$ cat src/rtl/bpu_pkg.sv
// ----------------------------------------------------------------------------
// bpu_pkg
// Shared types and constants for the branch predictor / mispredict unit.
// The localparams describe the default configuration (32-bit PC, 16-entry
// BTB, 2-bit counters, 16-bit statistics); btb_entry_t is the layout of one
// BTB entry in that configuration.
// ----------------------------------------------------------------------------
package bpu_pkg;

    localparam int PC_W_DEF    = 32;
    localparam int ENTRIES_DEF = 16;
    localparam int IDX_W_DEF   = $clog2(ENTRIES_DEF);
    localparam int TAG_W_DEF   = PC_W_DEF - IDX_W_DEF - 2;
    localparam int CNT_W_DEF   = 2;
    localparam int STAT_W_DEF  = 16;

    typedef struct packed {
        logic                 valid;
        logic [TAG_W_DEF-1:0] tag;
        logic [PC_W_DEF-1:0]  target;
        logic [CNT_W_DEF-1:0] ctr;
    } btb_entry_t;

    // Weakly taken: MSB set, rest clear. Weakly not-taken: MSB clear, rest set.
    localparam logic [CNT_W_DEF-1:0] CTR_WEAK_T  = CNT_W_DEF'(1) << (CNT_W_DEF - 1);
    localparam logic [CNT_W_DEF-1:0] CTR_WEAK_NT = CTR_WEAK_T - CNT_W_DEF'(1);

    // opcode[6:4] of BRANCH / JAL / JALR.
    localparam logic [2:0] OPC_CTRL = 3'b110;

endpackage

$ cat src/rtl/bpu_sat_ctr.sv
// ----------------------------------------------------------------------------
// bpu_sat_ctr
// Next-value logic for a W-bit saturating counter. Counts up on i_inc, down
// on i_dec, holds at all-ones and at zero. With UP_ONLY set the decrement
// path is removed (used for the statistics counters).
// Ports:
//   i_val  - current counter value
//   i_inc  - request increment
//   i_dec  - request decrement (ignored when UP_ONLY)
//   o_next - value the counter should take at the next edge
// ----------------------------------------------------------------------------
module bpu_sat_ctr #(
    parameter int W       = 2,
    parameter bit UP_ONLY = 1'b0
) (
    input  logic [W-1:0] i_val,
    input  logic         i_inc,
    input  logic         i_dec,
    output logic [W-1:0] o_next
);

    logic w_dec;
    logic w_at_max;
    logic w_at_min;

    assign w_dec    = i_dec & ~UP_ONLY;
    assign w_at_max = &i_val;
    assign w_at_min = ~|i_val;

    always_comb begin
        // NOTE: o_next gets a default before any branch so no path leaves it
        // unassigned, which would otherwise infer a latch.
        o_next = i_val;
        if (i_inc && !w_dec) begin
            if (!w_at_max) o_next = i_val + W'(1);
        end else if (w_dec && !i_inc) begin
            if (!w_at_min) o_next = i_val - W'(1);
        end
    end

endmodule

$ cat src/rtl/bpu_btb_predictor.sv
// ----------------------------------------------------------------------------
// bpu_btb_predictor
// Direct-mapped BTB with per-entry saturating counters for the IF stage, plus
// mispredict detection, flush generation and table training from EX.
// Ports:
//   clk_i, rst_ni      - clock, synchronous active-low reset
//   if_pc_i            - PC being fetched
//   pred_hit_o         - BTB valid + tag match for if_pc_i
//   pred_taken_o       - hit and counter MSB set
//   pred_pc_o          - predicted next PC (target or if_pc_i+4)
//   ex_valid_i         - EX holds a real instruction
//   ex_ctrl_i          - EX instruction is branch/JAL/JALR
//   ex_pc_i            - PC of the EX instruction
//   ex_taken_i         - resolved direction
//   ex_target_i        - resolved target
//   id_pc_i            - PC currently in ID (path the front end followed)
//   mispredict_o       - resolved next PC differs from id_pc_i
//   redirect_pc_o      - resolved next PC
//   flush_if_id_o      - flush IF/ID
//   flush_id_ex_o      - flush ID/EX
//   branch_cnt_o       - resolved control instructions (saturating)
//   mispred_cnt_o      - mispredicts (saturating)
// ----------------------------------------------------------------------------
module bpu_btb_predictor
    import bpu_pkg::*;
#(
    parameter int PC_W    = PC_W_DEF,
    parameter int ENTRIES = ENTRIES_DEF,
    parameter int CNT_W   = CNT_W_DEF,
    parameter int STAT_W  = STAT_W_DEF
) (
    input  logic              clk_i,
    input  logic              rst_ni,
    input  logic [PC_W-1:0]   if_pc_i,
    output logic              pred_hit_o,
    output logic              pred_taken_o,
    output logic [PC_W-1:0]   pred_pc_o,
    input  logic              ex_valid_i,
    input  logic              ex_ctrl_i,
    input  logic [PC_W-1:0]   ex_pc_i,
    input  logic              ex_taken_i,
    input  logic [PC_W-1:0]   ex_target_i,
    input  logic [PC_W-1:0]   id_pc_i,
    output logic              mispredict_o,
    output logic [PC_W-1:0]   redirect_pc_o,
    output logic              flush_if_id_o,
    output logic              flush_id_ex_o,
    output logic [STAT_W-1:0] branch_cnt_o,
    output logic [STAT_W-1:0] mispred_cnt_o
);

    localparam int IDX_W = $clog2(ENTRIES);
    localparam int TAG_W = PC_W - IDX_W - 2;

    localparam logic [CNT_W-1:0] CTR_T  = CNT_W'(1) << (CNT_W - 1);
    localparam logic [CNT_W-1:0] CTR_NT = CTR_T - CNT_W'(1);

    // Same layout as bpu_pkg::btb_entry_t, sized by this instance's parameters.
    typedef struct packed {
        logic             valid;
        logic [TAG_W-1:0] tag;
        logic [PC_W-1:0]  target;
        logic [CNT_W-1:0] ctr;
    } entry_t;

    entry_t              r_table [ENTRIES];
    logic [STAT_W-1:0]   r_branch_cnt;
    logic [STAT_W-1:0]   r_mispred_cnt;

    // ---------------- IF-side lookup ----------------
    logic [IDX_W-1:0] w_if_idx;
    logic [TAG_W-1:0] w_if_tag;
    entry_t           w_if_entry;

    assign w_if_idx   = if_pc_i[IDX_W+1:2];
    assign w_if_tag   = if_pc_i[PC_W-1:IDX_W+2];
    assign w_if_entry = r_table[w_if_idx];

    assign pred_hit_o   = w_if_entry.valid && (w_if_entry.tag == w_if_tag);
    assign pred_taken_o = pred_hit_o && w_if_entry.ctr[CNT_W-1];
    assign pred_pc_o    = pred_taken_o ? w_if_entry.target : if_pc_i + PC_W'(4);

    // ---------------- EX-side resolve ----------------
    logic             w_resolve;
    logic [IDX_W-1:0] w_ex_idx;
    logic [TAG_W-1:0] w_ex_tag;
    entry_t           w_ex_entry;
    logic             w_ex_hit;
    logic [CNT_W-1:0] w_ctr_next;

    // rst_ni gates resolve so a control instruction seen during reset neither
    // flushes nor trains.
    assign w_resolve = rst_ni && ex_valid_i && ex_ctrl_i;

    assign redirect_pc_o = ex_taken_i ? ex_target_i : ex_pc_i + PC_W'(4);
    assign mispredict_o  = w_resolve && (redirect_pc_o != id_pc_i);
    assign flush_if_id_o = mispredict_o;
    assign flush_id_ex_o = mispredict_o;

    assign w_ex_idx   = ex_pc_i[IDX_W+1:2];
    assign w_ex_tag   = ex_pc_i[PC_W-1:IDX_W+2];
    assign w_ex_entry = r_table[w_ex_idx];
    assign w_ex_hit   = w_ex_entry.valid && (w_ex_entry.tag == w_ex_tag);

    bpu_sat_ctr #(.W(CNT_W), .UP_ONLY(1'b0)) u_dir_ctr (
        .i_val  (w_ex_entry.ctr),
        .i_inc  (ex_taken_i),
        .i_dec  (~ex_taken_i),
        .o_next (w_ctr_next)
    );

    // ---------------- Table update ----------------
    // Lookups read r_table directly, so a write becomes visible one cycle
    // later; an IF lookup of the index being trained sees the old entry.
    always_ff @(posedge clk_i) begin
        if (!rst_ni) begin
            // NOTE: every entry is reset because the valid bits must clear
            // and counters start weakly not-taken; a pure data RAM would not
            // need this.
            for (int i = 0; i < ENTRIES; i++) begin
                r_table[i] <= '{valid: 1'b0, tag: '0, target: '0, ctr: CTR_NT};
            end
        end else if (w_resolve) begin
            if (w_ex_hit) begin
                // NOTE: non-blocking assignments keep every register update in
                // this block reading pre-edge values.
                r_table[w_ex_idx].ctr <= w_ctr_next;
                if (ex_taken_i) r_table[w_ex_idx].target <= ex_target_i;
            end else if (ex_taken_i) begin
                // Miss and taken: overwrite whatever aliases at this index.
                r_table[w_ex_idx] <= '{valid: 1'b1, tag: w_ex_tag,
                                       target: ex_target_i, ctr: CTR_T};
            end
        end
    end

    // ---------------- Statistics ----------------
    logic [STAT_W-1:0] w_branch_next;
    logic [STAT_W-1:0] w_mispred_next;

    bpu_sat_ctr #(.W(STAT_W), .UP_ONLY(1'b1)) u_branch_stat (
        .i_val  (r_branch_cnt),
        .i_inc  (w_resolve),
        .i_dec  (1'b0),
        .o_next (w_branch_next)
    );

    bpu_sat_ctr #(.W(STAT_W), .UP_ONLY(1'b1)) u_mispred_stat (
        .i_val  (r_mispred_cnt),
        .i_inc  (mispredict_o),
        .i_dec  (1'b0),
        .o_next (w_mispred_next)
    );

    always_ff @(posedge clk_i) begin
        if (!rst_ni) begin
            r_branch_cnt  <= '0;
            r_mispred_cnt <= '0;
        end else begin
            r_branch_cnt  <= w_branch_next;
            r_mispred_cnt <= w_mispred_next;
        end
    end

    assign branch_cnt_o  = r_branch_cnt;
    assign mispred_cnt_o = r_mispred_cnt;

endmodule

$ cat config.mk
export PLATFORM = sky130hd
export DESIGN_NAME = bpu_btb_predictor
export DESIGN_NICKNAME = d
export VERILOG_FILES = /design/src/rtl/bpu_pkg.sv /design/src/rtl/bpu_sat_ctr.sv /design/src/rtl/bpu_btb_predictor.sv
export SDC_FILE = /design/constraint.sdc
export NUM_CORES = 2
export LEC_CHECK = 0
export CAP_MARGIN = 20
export CORE_UTILIZATION = 50
export CTS_CLUSTER_DIAMETER = 50
export DETAILED_ROUTE_END_ITERATION = 7
export PLACE_DENSITY = 0.73
export SLEW_MARGIN = 0
export SYNTH_ARGS = -nofsm -noshare
export SYNTH_HDL_FRONTEND = slang
export SYNTH_SLANG_ARGS = --single-unit
$ cat constraint.sdc
create_clock -name clk_i -period 12.55 [get_ports clk_i]
set_input_delay 3.765 -clock clk_i [delete_from_list [all_inputs] [get_ports clk_i]]
set_output_delay 3.765 -clock clk_i [all_outputs]
set_load 0.02 [all_outputs]
== After elaboration in Yosys (flattened, before gate mapping) ==
Memory sizes are Yosys's and may differ from the RTL's.
Cells that the tools add are included.
Word-level totals
  flip-flop bits (word level): 32
  output and inout bits: 101
  bits in latches: 0
  bits in writable memories: 976
  bits in read-only memories: 0
  logic and storage cells: 57
  memories: 1
Operators by class
  reductions and logical operators: 15
  div/mod/pow operators: 0
  shift-type cells: 0
  equality and inequality tests: 3
  $mul: 0
  $lt $le $gt $ge: 0
  bitwise gates (word level): 5
  muxes and demuxes: 25
  add/subtract/negate cells: 6
Memories
  r_table: words 16, bits a word 61, rd ports 2, clocked after Yosys merged registers in 0, wr ports 16, line bpu_btb_predictor.sv:66  | entry_t r_table [ENTRIES];
Operator list (number)
  two-way mux 32 bit: 3
  adder 32 x 3 -> 32 bit (second input constant): 2
  two-way mux 61 bit: 1
  OR reduction 61 bit: 1
  equality test 26 bit: 2
  adder 16 x 1 -> 16 bit (second input constant): 2
  != test 32 bit: 1
  AND reduction 16 bit: 2
  two-way mux 1 bit: 14
  two-way mux 2 bit: 5
  logical AND 1 bit: 7
  AND reduction 2 bit: 3
  two-way mux 4 bit: 1
  two-way mux 3 bit: 1
  NOT 1 bit: 3
  adder 2 x 1 -> 2 bit (second input constant): 1
  bitwise OR 1 bit: 2
  OR reduction 2 bit: 1
  subtractor 2 x 1 -> 2 bit (second input constant): 1
  logical NOT 1 bit: 1

== Longest topological paths before layout ==
An unclocked memory read counts as a cell.
  depth in word-level cells: 10
  mapped depth: 19
  gate-level depth less buffers: 11

== By module ==
Synthesis repeated with hierarchy kept, for this count alone.
Unflattened totals
  cells, all modules: 3899
  area total of the unflattened synthesis: 53958.0 um^2
Modules (own cells, without submodules)
  bpu_btb_predictor: area each 53090.9 um^2, sequential area each 29788.6 um^2, cells an instance 3775, times used 1
  bpu_sat_ctr at u_branch_stat ...: area each 400.4 um^2, sequential area each 0.0 um^2, cells an instance 57, times used 2
  bpu_sat_ctr at u_dir_ctr: area each 66.3 um^2, sequential area each 0.0 um^2, cells an instance 10, times used 1

== Worst setup path after synthesis ==
Ideal clock, no wire load.
  kind: input -> output
  start point: in ex_pc_i[2]
  end point: out flush_if_id_o
  arrival time: 7036 ps
  stages: 18
  setup slack: 1749 ps
  data required time: 8785 ps
  buffers on the path: 8
  path through: buf_4 buf_12 buf_8 buf_6 buf_6 inv_1 ha_1 mux2_2 xor2_1 nor4_1 nand3_1 or4_1 nor4_1 and3_1 buf_2 buf_4 nor2_1 buf_4
Between the ends
  cells in the longest elaborated chain, start to end: 4
Ends and longest elaborated chain
  start: declaration: line bpu_btb_predictor.sv:40  | input logic [PC_W-1:0] ex_pc_i,
  adder 32 x 3 -> 32 bit: line bpu_btb_predictor.sv:95  | assign redirect_pc_o = ex_taken_i ? ex_target_i : ex_pc_i + PC_W'(4);
  two-way mux 32 bit: line bpu_btb_predictor.sv:95
  via redirect_pc_o[3]: line bpu_btb_predictor.sv:45  | output logic [PC_W-1:0] redirect_pc_o,
  != test 32 bit: line bpu_btb_predictor.sv:96  | assign mispredict_o = w_resolve && (redirect_pc_o != id_pc_i);
  logical AND 1 bit: line bpu_btb_predictor.sv:96
  end: declaration: line bpu_btb_predictor.sv:46  | output logic flush_if_id_o,
The timed path passes the listed nets, and every way through them passes these cells.

== Worst setup path after layout ==
  start point: in if_pc_i[4]
  end point: out pred_pc_o[29]
Between the ends
  cells in the longest elaborated chain, start to end: 5
Ends and longest elaborated chain
  start: declaration: line bpu_btb_predictor.sv:34  | input logic [PC_W-1:0] if_pc_i,
  memory (16 x 61 bit)
  equality test 26 bit: line bpu_btb_predictor.sv:79  | assign pred_hit_o = w_if_entry.valid && (w_if_entry.tag == w_if_tag);
  logical AND 1 bit: line bpu_btb_predictor.sv:79
  logical AND 1 bit: line bpu_btb_predictor.sv:80  | assign pred_taken_o = pred_hit_o && w_if_entry.ctr[CNT_W-1];
  two-way mux 32 bit *: line bpu_btb_predictor.sv:81  | assign pred_pc_o = pred_taken_o ? w_if_entry.target : if_pc_i + PC_W'(4);
  end: declaration: line bpu_btb_predictor.sv:37  | output logic [PC_W-1:0] pred_pc_o,
Every way passes the cells marked *; elsewhere a longest branch is shown, timed or not.

==> results.cfg <==
[status]
outcome = finished clean

[setup_path]
cp.buffers_inverters = 3
cp_max_fo = 50
arrival_ns = 8.60
required_ns = 8.78
path_delay_family = simple AND/OR/NAND/NOR gates
cp-start-kind = input pin
worstSetupPathType = input pin to output pin
crit_chain = buf_6 > buf_4 > and4_1 > nand4_1 > nor4_1 > nand2_1 > nor2_1 > nand3_1 > xnor2_1 > mux2_1 > clkdlybuf4s50_1
cpMaxStageDelayCell = nor4_1
critPathCaptureType = output pin
max_stage_delay_ns = 1.02

[sta]
skew_ns = 0.0663
whs_ns = 0.475
hold_violations = 0
finalSetupViolations = 0
worst_slew_pin_slew_ns = 1.20
tns_ns = 0
period_minus_slack_ns = 12.36
slew_headroom = 0.199
final-max-slew-violation-count = 0
max_freq_mhz = 80.9
rsz0062_at_grt = false
period_share = 0.985

[yosys]
ys.flop_type = edfxtp_1
synthDistinctLibCells = 72
yosys_warnings = 0
postSynth.asyncResetShare = 0
syn_avg_cell_area_um2 = 14.0
synthesis.nets = 3901
synth_edf_count = 960
syn_inst = 3761
yosysSeqAreaShare = 0.564
syn_area_um2 = 52800
ys_ff_latch = 1008

[layout]
nets = 3986
multiInputGateArea_um2 = 21400
post-route-util = 0.579
regArea_um2 = 29800
stdcell_count = 5329
area_growth_pct = 14.1
num-fill-cells = 7866
layout-drive-gt1-share = 0.201

[worst_hold_path]
min_path_type = flip-flop to flip-flop

[clock_network]
clk_latency_ns = 0.74
cts.repair.resized = 0
clk_pin_slew_ns = 0.05
cts_buffer_depth = 3
cts_tree = yes
postCtsSetupBuffers = 0
hold_buffers = 0
numClockSinks = 1008
clockRootBuffer = clkbuf_16
h-tree-depth = 3
cts_buffers = 113

[route]
vias = 36637
drt_wl_total_um = 176000
ant_nets = 0
wl_per_cell_um = 33.0
drt_iter0_markers = 6342
dr.pass1.iters = 6
route.detailed.drc = 0
via_per_inst = 6.88

[power]
ir_drop_v = 0.000126
power.density_nw_per_um2 = 136
totalPowerFinal_mw = 8.18
p_leak_nw = 22.0

[floorplanning]
die_h_um = 327
start_util = 0.507
num_io_pins = 234
die_w_um = 327
core_um2 = 104000
die_area_um2 = 107000
rows = 118

[place]
port_buffers = 233
gp_congestion = 0.944
dp_hpwl_um = 105000
place_inst = 5110

[global_routing]
grt_antenna_before_repair = 19
grt_pass1_vias = 35419
grt_pass1_wl_um = 251000
grt.total_usage = 0.326
grt_overflow = 0
grt_max_degree = 121

[run]
drv_cap = 0
worst paths after layout:
path | start | endpoint | slack, ns | depth (start not counted)
worst max-delay path | if_pc_i[4] | pred_pc_o[29] | 0.19 | 11
worst max register to register | r_table[7][35] | r_table[1][55] | 6.86 | 10
worst min-delay path | r_table[6][60] | r_table[6][60] | 0.47 | 1
worst min register to register | r_table[6][60] | r_table[6][60] | 0.47 | 1
synthesized netlist by cell type (all sizes together) (5+ instances only):
| cell type | number | area [um^2] |
|---|---|---|
| edfxtp | 960 | 28800 |
| and3 | 477 | 2980 |
| mux4 | 389 | 8760 |
| and2 | 375 | 2350 |
| clkbuf | 280 | 1050 |
| nand2 | 124 | 465 |
| buf | 121 | 798 |
| nor2 | 112 | 423 |
| nor3 | 104 | 521 |
| xnor2 | 102 | 893 |
| o21ai | 93 | 465 |
| mux2i | 83 | 831 |
| a21oi | 69 | 345 |
| nand3 | 63 | 315 |
| dfxtp | 48 | 961 |
| xor2 | 48 | 420 |
| mux2 | 33 | 372 |
| a211oi | 28 | 210 |
| inv | 25 | 93.8 |
| nand4 | 23 | 150 |
| nor2b | 23 | 144 |
| nor4 | 20 | 125 |
| a21o | 17 | 128 |
| a22oi | 15 | 113 |
| and4 | 11 | 96.3 |
| or3 | 10 | 62.6 |
| a221oi | 7 | 61.3 |
| ha | 7 | 87.6 |
| o211ai | 7 | 52.6 |
| o22ai | 6 | 37.5 |
| or2 | 6 | 37.5 |
| or4 | 6 | 45.0 |
| a2111oi | 5 | 43.8 |
| a31oi | 5 | 37.5 |
| clkinv | 5 | 18.8 |
| nand2b | 5 | 31.3 |
| nor3b | 5 | 37.5 |
| o31ai | 5 | 37.5 |
where the power goes:
part           switching [mW]  total (mW)  internal (mW)
logic                   0.573       0.962          0.389
registers              0.0695        3.92           3.85
clock network            1.44        3.30           1.86
total                    2.08        8.18           6.10
flip-flops by register name, summed over array words and instances, names as in the netlist:
register	count
r_table	976
mispred_cnt_o	16
branch_cnt_o	16
stage by stage:
| stage | cell area, um^2 | setup slack [ns] |
|---|---|---|
| floorplan | 52800 | 1.75 |
| global route | 60200 | 0.138 |
| CTS | 60200 | 0.431 |
| finish | 60200 | 0.188 |
| global placement | 56500 | 0.572 |
| detailed placement | 56500 | 0.436 |
logic make-up (layout without fill, tap and decap cells):
logic type | Yosys count | count (layout) | share of synthesized area
buffers and inverters | 431 | 612 | 0.0372
AND/OR/NAND/NOR | 1369 | 1369 | 0.148
other | 0 | 7 | 0
flip-flops | 1008 | 1008 | 0.564
XOR/XNOR | 150 | 150 | 0.0249
multiplexers | 505 | 505 | 0.189
adder cells (fa/ha/maj) | 8 | 8 | 0.00185
AO/OA/AOI/OAI | 290 | 290 | 0.0346
cell type report:
type	instances	area share
Timing Repair Buffer	371	0.0570
Clock buffer	133	0.0489
Antenna cell	7	0.000291
Sequential cell	1008	0.495
Tap cell	1380	0.0287
Clock inverter	78	0.0128
Inverter	30	0.00187
Multi-Input combinational cell	2322	0.356
per-layer routing:
metal	GRT usage	up-vias	part of all wire
li1	-	14715	-
met1	0.437	18275	0.35
met2	0.476	3134	0.44
met3	0.103	501	0.15
met4	0.176	12	0.058
met5	0	-	0.00049
cell usage in the layout (no fill, tap or decap), types with 16 or more instances in the layout:
master / count
a211oi_1: 28
a21o_1: 17
a21oi_1: 69
and2_1: 375
and3_1: 476
buf_4: 137
clkbuf_1: 16
clkbuf_16: 113
clkdlybuf4s50_1: 222
clkinv_1: 26
clkinv_2: 21
dfxtp_1: 48
edfxtp_1: 960
inv_1: 23
mux2_1: 21
mux2i_1: 83
mux4_2: 388
nand2_1: 109
nand3_1: 63
nand4_1: 22
nor2_1: 92
nor2b_1: 23
nor3_1: 102
nor4_1: 20
o21ai_0: 64
o21ai_4: 16
xnor2_1: 102
xor2_1: 48
Power figures use the tool's default switching activity.
